$ cat src/rtl/alu_op_sequencer.sv
// alu_op_sequencer
// Sequential front-end for an external 5-bit combinational ALU. It holds a
// 4 x 5-bit operand register file and accepts commands over a valid/ready
// handshake. Each accepted command does three things:
//   - presents registered S/A/B to the ALU,
//   - captures the ALU result one cycle later and writes it back to the
//     destination register,
//   - reports the result with a one-cycle strobe.
// Ports:
//   clk, rst_n          clock, synchronous active-low reset
//   cmd_valid/ready     command handshake
//   cmd_op/src_a/src_b  ALU select and operand register indices
//   cmd_dst             writeback register index
//   ld_en/addr/data     direct register load (any state)
//   alu_s/a/b           registered ALU inputs
//   alu_y               ALU result
//   res_valid/res_data  result strobe and held result
//   op_count            completed-operation counter (wraps)
//   rd_addr/rd_data     combinational debug read port
module alu_op_sequencer (
  input  logic       clk,
  input  logic       rst_n,
  input  logic       cmd_valid,
  output logic       cmd_ready,
  input  logic [3:0] cmd_op,
  input  logic [1:0] cmd_src_a,
  input  logic [1:0] cmd_src_b,
  input  logic [1:0] cmd_dst,
  input  logic       ld_en,
  input  logic [1:0] ld_addr,
  input  logic [4:0] ld_data,
  output logic [3:0] alu_s,
  output logic [4:0] alu_a,
  output logic [4:0] alu_b,
  input  logic [4:0] alu_y,
  output logic       res_valid,
  output logic [4:0] res_data,
  output logic [7:0] op_count,
  input  logic [1:0] rd_addr,
  output logic [4:0] rd_data
);

  typedef enum logic [1:0] {
    ST_IDLE  = 2'd0,
    ST_ISSUE = 2'd1,
    ST_DONE  = 2'd2
  } state_e;

  state_e          state_q, state_d;
  logic [3:0][4:0] regs_q, regs_d;
  logic [1:0]      dst_q, dst_d;
  logic [3:0]      alu_s_q, alu_s_d;
  logic [4:0]      alu_a_q, alu_a_d;
  logic [4:0]      alu_b_q, alu_b_d;
  logic [4:0]      res_data_q, res_data_d;
  logic            res_valid_q, res_valid_d;
  logic [7:0]      op_count_q, op_count_d;

  logic accept_s;
  logic issue_s;
  logic ld_we_s;

  // State register
  always_ff @(posedge clk) begin
    if (!rst_n) begin
      state_q <= ST_IDLE;
    end else begin
      state_q <= state_d;
    end
  end

  // Next-state logic
  always_comb begin
    state_d = state_q;
    case (state_q)
      ST_IDLE: begin
        if (cmd_valid) begin
          state_d = ST_ISSUE;
        end else begin
          state_d = ST_IDLE;
        end
      end
      ST_ISSUE: state_d = ST_DONE;
      ST_DONE:  state_d = ST_IDLE;
      default:  state_d = ST_IDLE;
    endcase
  end

  // FSM outputs: handshake and phase qualifiers
  always_comb begin
    // Gated by rst_n so the requester never sees ready while reset is held.
    cmd_ready = rst_n && (state_q == ST_IDLE);
    accept_s  = (state_q == ST_IDLE) && cmd_valid;
    issue_s   = (state_q == ST_ISSUE);
    // A load colliding with the writeback target is dropped.
    ld_we_s   = ld_en && !(issue_s && (ld_addr == dst_q));
  end

  // Datapath next values: register file, ALU operands, result, counter
  always_comb begin
    regs_d = regs_q;
    for (int i = 0; i < 4; i++) begin
      regs_d[i] = (issue_s && (dst_q == 2'(i))) ? alu_y   :
                  (ld_we_s && (ld_addr == 2'(i))) ? ld_data :
                  regs_q[i];
    end
    // Operands read regs_q, i.e. contents before any same-edge load.
    dst_d       = accept_s ? cmd_dst           : dst_q;
    alu_s_d     = accept_s ? cmd_op            : alu_s_q;
    alu_a_d     = accept_s ? regs_q[cmd_src_a] : alu_a_q;
    alu_b_d     = accept_s ? regs_q[cmd_src_b] : alu_b_q;
    res_data_d  = issue_s  ? alu_y             : res_data_q;
    op_count_d  = issue_s  ? (op_count_q + 8'd1) : op_count_q;
    res_valid_d = issue_s;
  end

  // Datapath registers
  always_ff @(posedge clk) begin
    if (!rst_n) begin
      regs_q      <= 20'd0;
      dst_q       <= 2'd0;
      alu_s_q     <= 4'd0;
      alu_a_q     <= 5'd0;
      alu_b_q     <= 5'd0;
      res_data_q  <= 5'd0;
      res_valid_q <= 1'b0;
      op_count_q  <= 8'd0;
    end else begin
      regs_q      <= regs_d;
      dst_q       <= dst_d;
      alu_s_q     <= alu_s_d;
      alu_a_q     <= alu_a_d;
      alu_b_q     <= alu_b_d;
      res_data_q  <= res_data_d;
      res_valid_q <= res_valid_d;
      op_count_q  <= op_count_d;
    end
  end

  assign alu_s     = alu_s_q;
  assign alu_a     = alu_a_q;
  assign alu_b     = alu_b_q;
  assign res_data  = res_data_q;
  assign res_valid = res_valid_q;
  assign op_count  = op_count_q;
  assign rd_data   = regs_q[rd_addr];

endmodule
$ cat config.mk
export PLATFORM = sky130hd
export DESIGN_NAME = alu_op_sequencer
export DESIGN_NICKNAME = d
export VERILOG_FILES = /design/src/rtl/alu_op_sequencer.sv
export SDC_FILE = /design/constraint.sdc
export NUM_CORES = 1
export LEC_CHECK = 0
export ABC_AREA = 0
export CAP_MARGIN = 20
export CORE_MARGIN = 8
export CORE_UTILIZATION = 44
export CTS_BUF_LIST = sky130_fd_sc_hd__clkbuf_16
export DETAILED_ROUTE_END_ITERATION = 16
export MAX_ROUTING_LAYER = met4
export PLACE_DENSITY = 0.8
export SLEW_MARGIN = 0
export SYNTH_ARGS = -nofsm -noshare
export SYNTH_HDL_FRONTEND = slang
export SYNTH_SLANG_ARGS = --single-unit
$ cat constraint.sdc
create_clock -name clk -period 1.25 [get_ports clk]
set_input_delay 0.1875 -clock clk [delete_from_list [all_inputs] [get_ports clk]]
set_output_delay 0.1875 -clock clk [all_outputs]
set_load 0.005 [all_outputs]
Word-level counts from Yosys, hierarchy flattened:

Index checks and enable logic that the tools add are counted.

* add/subtract/negate cells: 1
* magnitude comparators: 3
* equal/unequal tests: 8
* multiplexer cells: 16
* reductions and logical operators: 20

Operators by type and width (count)
* $mux 5: 11
* $bmux 5 s2: 3
* $logic_and 1x1->1: 12
* $lt 2x3->1 const B: 3
* $add 8x1->8 const B: 1
* $eq 2x2->1 const B: 4
* $reduce_bool 2->1: 4
* $eq 2x1->1 const B: 3
* $logic_not 2->1: 3
* $pmux 2 s2: 1
* $eq 2x2->1: 1
* $logic_not 1->1: 1
* $mux 1: 1

* register bits after elaboration: 52
* input bits: 28
* output and inout bits: 34
* word-level logic and storage cells: 60

Logic depth before layout (Yosys ltp):

Gate-level depths: netlist of the first run.

* depth in word-level cells: 7
* gate-level depth with buffers: 6
* gate-level depth less buffers: 4

Worst setup path after synthesis of the first run:

No wires, ideal clock.

* path kind: reg-to-reg
* start: reg state_q[0]
* end: reg regs_q[0] in the netlist's numbering
* library setup time: 119 ps
* arrival: 1176 ps
* data required time: 1131 ps
* path slack: -45 ps
* stages on the path, launching flop included: 6
* path buffers: 2
* clock period less this slack: 1295 ps
* path through: dfxtp_1 -> buf_4 -> or4b_1 -> buf_4 -> o21ai_1 -> a21oi_1

* longest elaborated chain between the ends: 6
* elaborated cells on any way between the ends: 8
* classes of those cells: eq/ne (1); mux (1); reduce/logical (6)

RTL lines
* start, declared: RTL line 49 `state_e state_q, state_d;`
* start signal, assigned: RTL line 68 `state_q <= state_d;`
* $eq 2x1->1 *: RTL line 94 `issue_s = (state_q == ST_ISSUE);`
* $logic_and 1x1->1: RTL line 96 `ld_we_s = ld_en && !(issue_s && (ld_addr == dst_q));`
* $logic_not 1->1: RTL line 96
* $logic_and 1x1->1: RTL line 96
* $logic_and 1x1->1: RTL line 104 `(ld_we_s && (ld_addr == 2'(i))) ? ld_data :`
* $reduce_bool 2->1 (no line)
* end signal, assigned: RTL line 129 `regs_q <= regs_d;`
* end, declared: RTL line 50 `logic [3:0][4:0] regs_q, regs_d;`

Mark *: on every way between the ends. The rest lies on a longest branch, timed or not.
A chain may end at the register's enable or synchronous reset.

Worst setup path after layout of the first run:

* start: reg state_q[1]
* end: reg regs_q[15] in the netlist's numbering

The elaborated chain is that of the path after synthesis.

==> out/metrics.cfg, run 1 <==
[status]
status = complete, but fails checks
violations = negative setup slack

[pwr]
switching_share = 0.233
ir_worst_vdd_mv = 0.785
clkPwrFrac = 0.409
internal-power_mw = 3.25
p_leak_nw = 1.72
cellPowerDensity_nw_per_um2 = 1080
p_seq_frac = 0.413
power_switching_uw = 989
p_comb_frac = 0.178

[setup_path]
cp-start-kind = register
max_stage_delay_ps = 390
required_ps = 1430
worst-path-buf-inv = 2
worstSetupPathType = register to register
path_cells = buf_8 -> buf_6 -> nand4b_1 -> o21ai_1 -> a21oi_2
critPathMaxFanout = 8
cp-end-kind = register
critPathTopFamily = simple AND/OR/NAND/NOR gates
slowest_stage = nand4b_1
cp_data_arrival_time_ps = 1640

[floorplanning]
die_x_um = 90.3
fp.dieH_um = 90.3
io_pins = 62
die_area_um2 = 8150
initial_core_util = 0.449
core_region_area_um2 = 5410
rows = 27

[global_route]
grt_first_pass_wirelength_um = 12000
grt_usage = 0.183
grt_pass1_vias = 2443
grt_max_degree = 36
antenna_found_initial = 0
gr-total-overflow = 0

[sta]
grt_setup_unrepaired = true
finalSetupTns_ps = -2590
slew_headroom = 0.687
hold_slack_ps = 452
tightest_slew_ps = 470
finalHoldViolCount = 0
max_freq_ghz = 0.685
setup_viol = 25
slew_violations = 0
fin_ws_ps = -209
skew_ps = 9.85
min_period_ps = 1460
min_period_over_period = 1.17

[placement]
place_inst = 408
io_buffers = 61
dp.final_hpwl_um = 5330
gp_congestion = 0.881

[cells_and_area]
drive_above_1_share = 0.412
antennaDiodeCount = 0
fillers = 374
area_growth_pct = 61.2
nNetsFinal = 380
final_cells = 424

[routing]
postRouteWirelength_um = 7990
wl_per_cell_um = 18.8
route.detailed.drc = 0
vias = 2399
drtPass1Iterations = 4
drt-initial-drc-count = 217
ant_nets = 0
avgViaCountPerCell = 5.66

[synthesis]
ys_warn_count = 0
yosysSeqAreaShare = 0.421
synth_flop_cell = dfxtp_1
synthCells = 234
ys_ff_latch = 51
syn_area_um2 = 2430
syn_avg_cell_area_um2 = 10.4
synth_edf_count = 0
async_flop_share = 0
synthesis.nets = 263
ys_types = 35

[hold_path]
hp-class = register to register

[clock_network]
clk_latency_ps = 290
cts_buffers = 5
htree_levels = 2
cts_tree = done
cts_root_buf = clkbuf_16
holdBufCountCts = 0
clk_pin_slew_ps = 70
cts.path.max_buffers = 2
clock-sinks = 51

[run]
maxCapViolations = 0

[final cells by class]
cell class | count | area (µm²) | area share
Multi-Input combinational cell | 167 | 1510 | 0.385
Timing Repair Buffer | 124 | 1070 | 0.274
Sequential cell | 51 | 1050 | 0.268
Clock buffer | 5 | 125 | 0.0320
Tap cell | 72 | 90.1 | 0.0230
Clock inverter | 3 | 63.8 | 0.0163
Inverter | 2 | 7.51 | 0.00192
[metrics by stage]
| stage | setup slack, ps | cell area, µm² | utilization | power (mW) |
|---|---|---|---|---|
| floorplan | -30.2 | 2440 | - | 2.08 |
| global placement | -696 | 3490 | 0.647 | 2.46 |
| detailed placement | -710 | 3490 | 0.647 | 2.48 |
| CTS | -157 | 3740 | 0.693 | 4.20 |
| global route | -291 | 3910 | 0.724 | 4.39 |
| finish | -209 | 3910 | 0.724 | 4.24 |
[cells in the mapped netlist, types with 4 or more instances]
cell,count,area share
nand2_1,25,0.039
o21ai_0,16,0.033
buf_2,6,0.012
a21oi_1,29,0.060
clkbuf_1,4,0.0062
mux2i_1,28,0.12
mux4_2,15,0.14
nor2_1,9,0.014
o2bb2ai_1,10,0.036
o21ai_1,4,0.0083
dfxtp_1,51,0.42
[state kept, by name, summed over array words and instances (netlist names)]
name,cells
regs_q,20
op_count,8
alu_a,5
alu_b,5
res_data,5
alu_s,4
dst_q,2
state_q,2
[worst register-to-register path, stage by stage, from the launching register on]
cell and delay, ps:
dfxtp_4 350, buf_8 130, buf_6 120, nand4b_1 400, o21ai_1 310, a21oi_2 50
[power groups by stage]
stage / Sequential (mW) / Clock (mW) / Combinational (mW)
after global placement: 1.78 / 0 / 0.675
after floorplan: 1.79 / 0 / 0.295
after detailed placement: 1.79 / 0 / 0.699
after global routing: 1.76 / 1.82 / 0.807
final: 1.75 / 1.74 / 0.754
after CTS: 1.74 / 1.76 / 0.702
[routing by layer]
metal	vias to the layer above	GRT usage	wire length, µm
met4	0	0.0680	163
met2	109	0.301	3810
li1	1113	-	-
met5	-	-	0
met3	17	0.0333	462
met1	1160	0.218	3550
[final timing paths]
check         startpoint          end  slack (ps)  depth (start not counted)
max           state_q[1]   regs_q[15]        -210                          5
min          res_data[0]  res_data[0]         450                          2
max reg2reg   state_q[1]   regs_q[15]        -210                          5
min reg2reg  res_data[0]  res_data[0]         450                          2
[cells in the final DEF, fill, tap and decap left out, drive strengths merged]
cell,netlist,final
dfxtp,51,51
nor3b,1,1
mux2i,28,28
or4b,1,2
clkinv,1,1
clkbuf,4,5
inv,1,2
o2bb2ai,10,10
or3b,1,1
nand3,3,3
buf,11,69
ha,1,1
nand4,2,2
bufinv,0,2
a21oi,29,29
nand4bb,2,2
dlygate4sd2,0,35
nand2b,3,3
clkdlybuf4s50,0,20
nand4b,1,1
or4,2,2
nor2b,1,1
nor2,9,9
and2,1,1
nand3b,3,3
o21ai,21,21
xnor2,2,2
or3,1,1
nor3,2,2
o31ai,2,2
nand2,25,25
mux4,15,15
[cell families (layout without fill, tap and decap cells)]
group / count (synthesis) / after routing / synth area share
adders and majority gates: 1 / 1 / 0.00516
DFF: 51 / 51 / 0.421
xor gates and xnor gates: 2 / 2 / 0.00722
and+or+nand+nor: 58 / 59 / 0.128
buffers and inverters: 17 / 134 / 0.0371
muxes: 43 / 43 / 0.255
AOI/OAI and AO/OA: 62 / 62 / 0.147
[repair_timing]
action / in CTS / in global routing
pin swaps: 9 / 10
setup endpoints to repair: 55 / 46
resized for setup: 90 / 54
gates cloned: 1 / 1
setup buffers: 7 / 2
No activity file was read; power rests on OpenSTA's default activity.
==> run 2, diff against run 1 <==
--- a/config.mk
+++ b/config.mk
@@ -11,7 +11,6 @@
 export CORE_UTILIZATION = 44
 export CTS_BUF_LIST = sky130_fd_sc_hd__clkbuf_16
 export DETAILED_ROUTE_END_ITERATION = 16
-export MAX_ROUTING_LAYER = met4
 export PLACE_DENSITY = 0.8
 export SLEW_MARGIN = 0
 export SYNTH_ARGS = -nofsm -noshare
==> out/metrics.cfg, run 2 (synthesized netlist as in run 1, its figures left out) <==
[hold_path]
whs_path_depth = 2
timing.hold.worst.start = res_data[0]
hp-class = register to register
min_to = res_data[0]

[global_route]
grt_first_pass_wirelength_um = 12000
grt_pass1_vias = 2429
antenna_found_initial = 0
grt_usage = 0.178
grt_max_degree = 36
gr-total-overflow = 0

[pwr]
internal-power_mw = 3.25
p_comb_frac = 0.178
p_seq_frac = 0.413
cellPowerDensity_nw_per_um2 = 1080
switching_share = 0.233
power_mw = 4.24
clkPwrFrac = 0.409
power_switching_uw = 987
ir_worst_vdd_mv = 0.787
p_leak_nw = 1.72

[setup_path]
worstSetupPathType = register to register
worst-path-buf-inv = 2
slowest_stage = nand4b_1
max_stage_delay_ps = 380
ff2ff_setup_slack_ps = -210
required_ps = 1430
critPathTopFamily = simple AND/OR/NAND/NOR gates
worst_r2r_path_depth = 5
cp-startpoint = state_q[1]
r2r-end = regs_q[15]
path_cells = buf_8 -> buf_6 -> nand4b_1 -> o21ai_1 -> a21oi_2
critPathMaxFanout = 8
cp-start-kind = register
cp-end-kind = register
r2r_start = state_q[1]
cp_data_arrival_time_ps = 1630

[routing]
ant_nets = 0
route.detailed.drc = 0
drt-initial-drc-count = 187
vias = 2388
postRouteWirelength_um = 8000
drtPass1Iterations = 4
wl_per_cell_um = 18.9
avgViaCountPerCell = 5.63

[floorplanning]
rows = 27
fp.dieH_um = 90.3
io_pins = 62
die_x_um = 90.3
core_region_area_um2 = 5410
die_area_um2 = 8150
initial_core_util = 0.449

[cells_and_area]
utilization = 0.724
regMostFlops = regs_q
nNetsFinal = 380
design_area_um2 = 3910
largest_reg_flops = 20
drive_above_1_share = 0.412
fillers = 374
layout_commonest_cell = buf_4
area_growth_pct = 61.2
final_cell_mix = buf_4 (52), dfxtp_1 (37), dlygate4sd2_1 (35)
antennaDiodeCount = 0
final_cells = 424

[placement]
io_buffers = 61
place_inst = 408
dp.final_hpwl_um = 5330
placed_area_um2 = 3490
gp_congestion = 0.867

[clock_network]
cts_root_buf = clkbuf_16
clk_latency_ps = 290
cts_buffers = 5
holdBufCountCts = 0
clk_pin_slew_ps = 70
clock-sinks = 51
cts_tree = done
htree_levels = 2
cts.path.max_buffers = 2

[sta]
hold_slack_ps = 452
min_period_over_period = 1.16
grt_setup_unrepaired = true
setup_viol = 22
slew_violations = 0
tightest_slew_ps = 458
fin_ws_ps = -205
max_freq_ghz = 0.687
min_period_ps = 1460
skew_ps = 10.3
slew_headroom = 0.695
finalHoldViolCount = 0

[status]
violations = negative setup slack
status = complete, but fails checks

[run]
maxCapViolations = 0

-- run 2: cell counts in the layout (fill, tap and decap cells not counted) --
No cell type changed its count.
-- run 2: through the flow --
step	setup TNS, ps	setup slack (ps)
5_1_grt	-4330	-289
6_report	-2530	-205
3_5_place_dp	-14100	-710
3_3_place_gp	-12670	-696
2_1_floorplan	-138	-30.2
4_1_cts	-2250	-157
-- run 2: how the worst max path moves through the flow --
stage | end | depth (start not counted)
2_1_floorplan | regs_q[0] | 5
3_3_place_gp | rd_data[1] | 4
3_5_place_dp | rd_data[0] | 4
4_1_cts | rd_data[0] | 2
5_1_grt | regs_q[15] | 5
6_report | regs_q[15] | 5
-- run 2: timing repair --
item                       CTS  global route
setup endpoints to repair   55            46
buffers inserted             7             2
hold endpoints to repair     0             0
pin swaps                    9            10
cloned                       1             1
resized for setup           90            54
-- run 2: per-layer routing --
| metal | up-vias | routed length (µm) | GRT usage |
|---|---|---|---|
| li1 | 1111 | - | - |
| met5 | - | 0 | 0 |
| met3 | 14 | 497 | 0.0424 |
| met2 | 115 | 3840 | 0.302 |
| met4 | 0 | 154 | 0.0680 |
| met1 | 1148 | 3500 | 0.213 |
-- run 2: tightest hold or removal path: cells and delay by family (launching register included) --
family / cells / cell delay (ps)
AOI/OAI and AO/OA: 1 / 50
and+or+nand+nor: 1 / 50
DFF: 1 / 310
-- run 2: area by class of cell --
| type | count | area, µm² | share of cell area |
|---|---|---|---|
| Multi-Input combinational cell | 167 | 1510 | 0.385 |
| Tap cell | 72 | 90.1 | 0.0230 |
| Sequential cell | 51 | 1050 | 0.268 |
| Inverter | 2 | 7.51 | 0.00192 |
| Clock buffer | 5 | 125 | 0.0320 |
| Timing Repair Buffer | 124 | 1070 | 0.274 |
| Clock inverter | 3 | 63.8 | 0.0163 |
-- run 2: power groups by stage --
stage | clock network, mW | logic [mW] | registers [mW]
6_report | 1.73 | 0.753 | 1.75
5_1_grt | 1.83 | 0.807 | 1.76
4_1_cts | 1.76 | 0.702 | 1.74
3_5_place_dp | 0 | 0.699 | 1.79
3_3_place_gp | 0 | 0.675 | 1.78
2_1_floorplan | 0 | 0.295 | 1.79
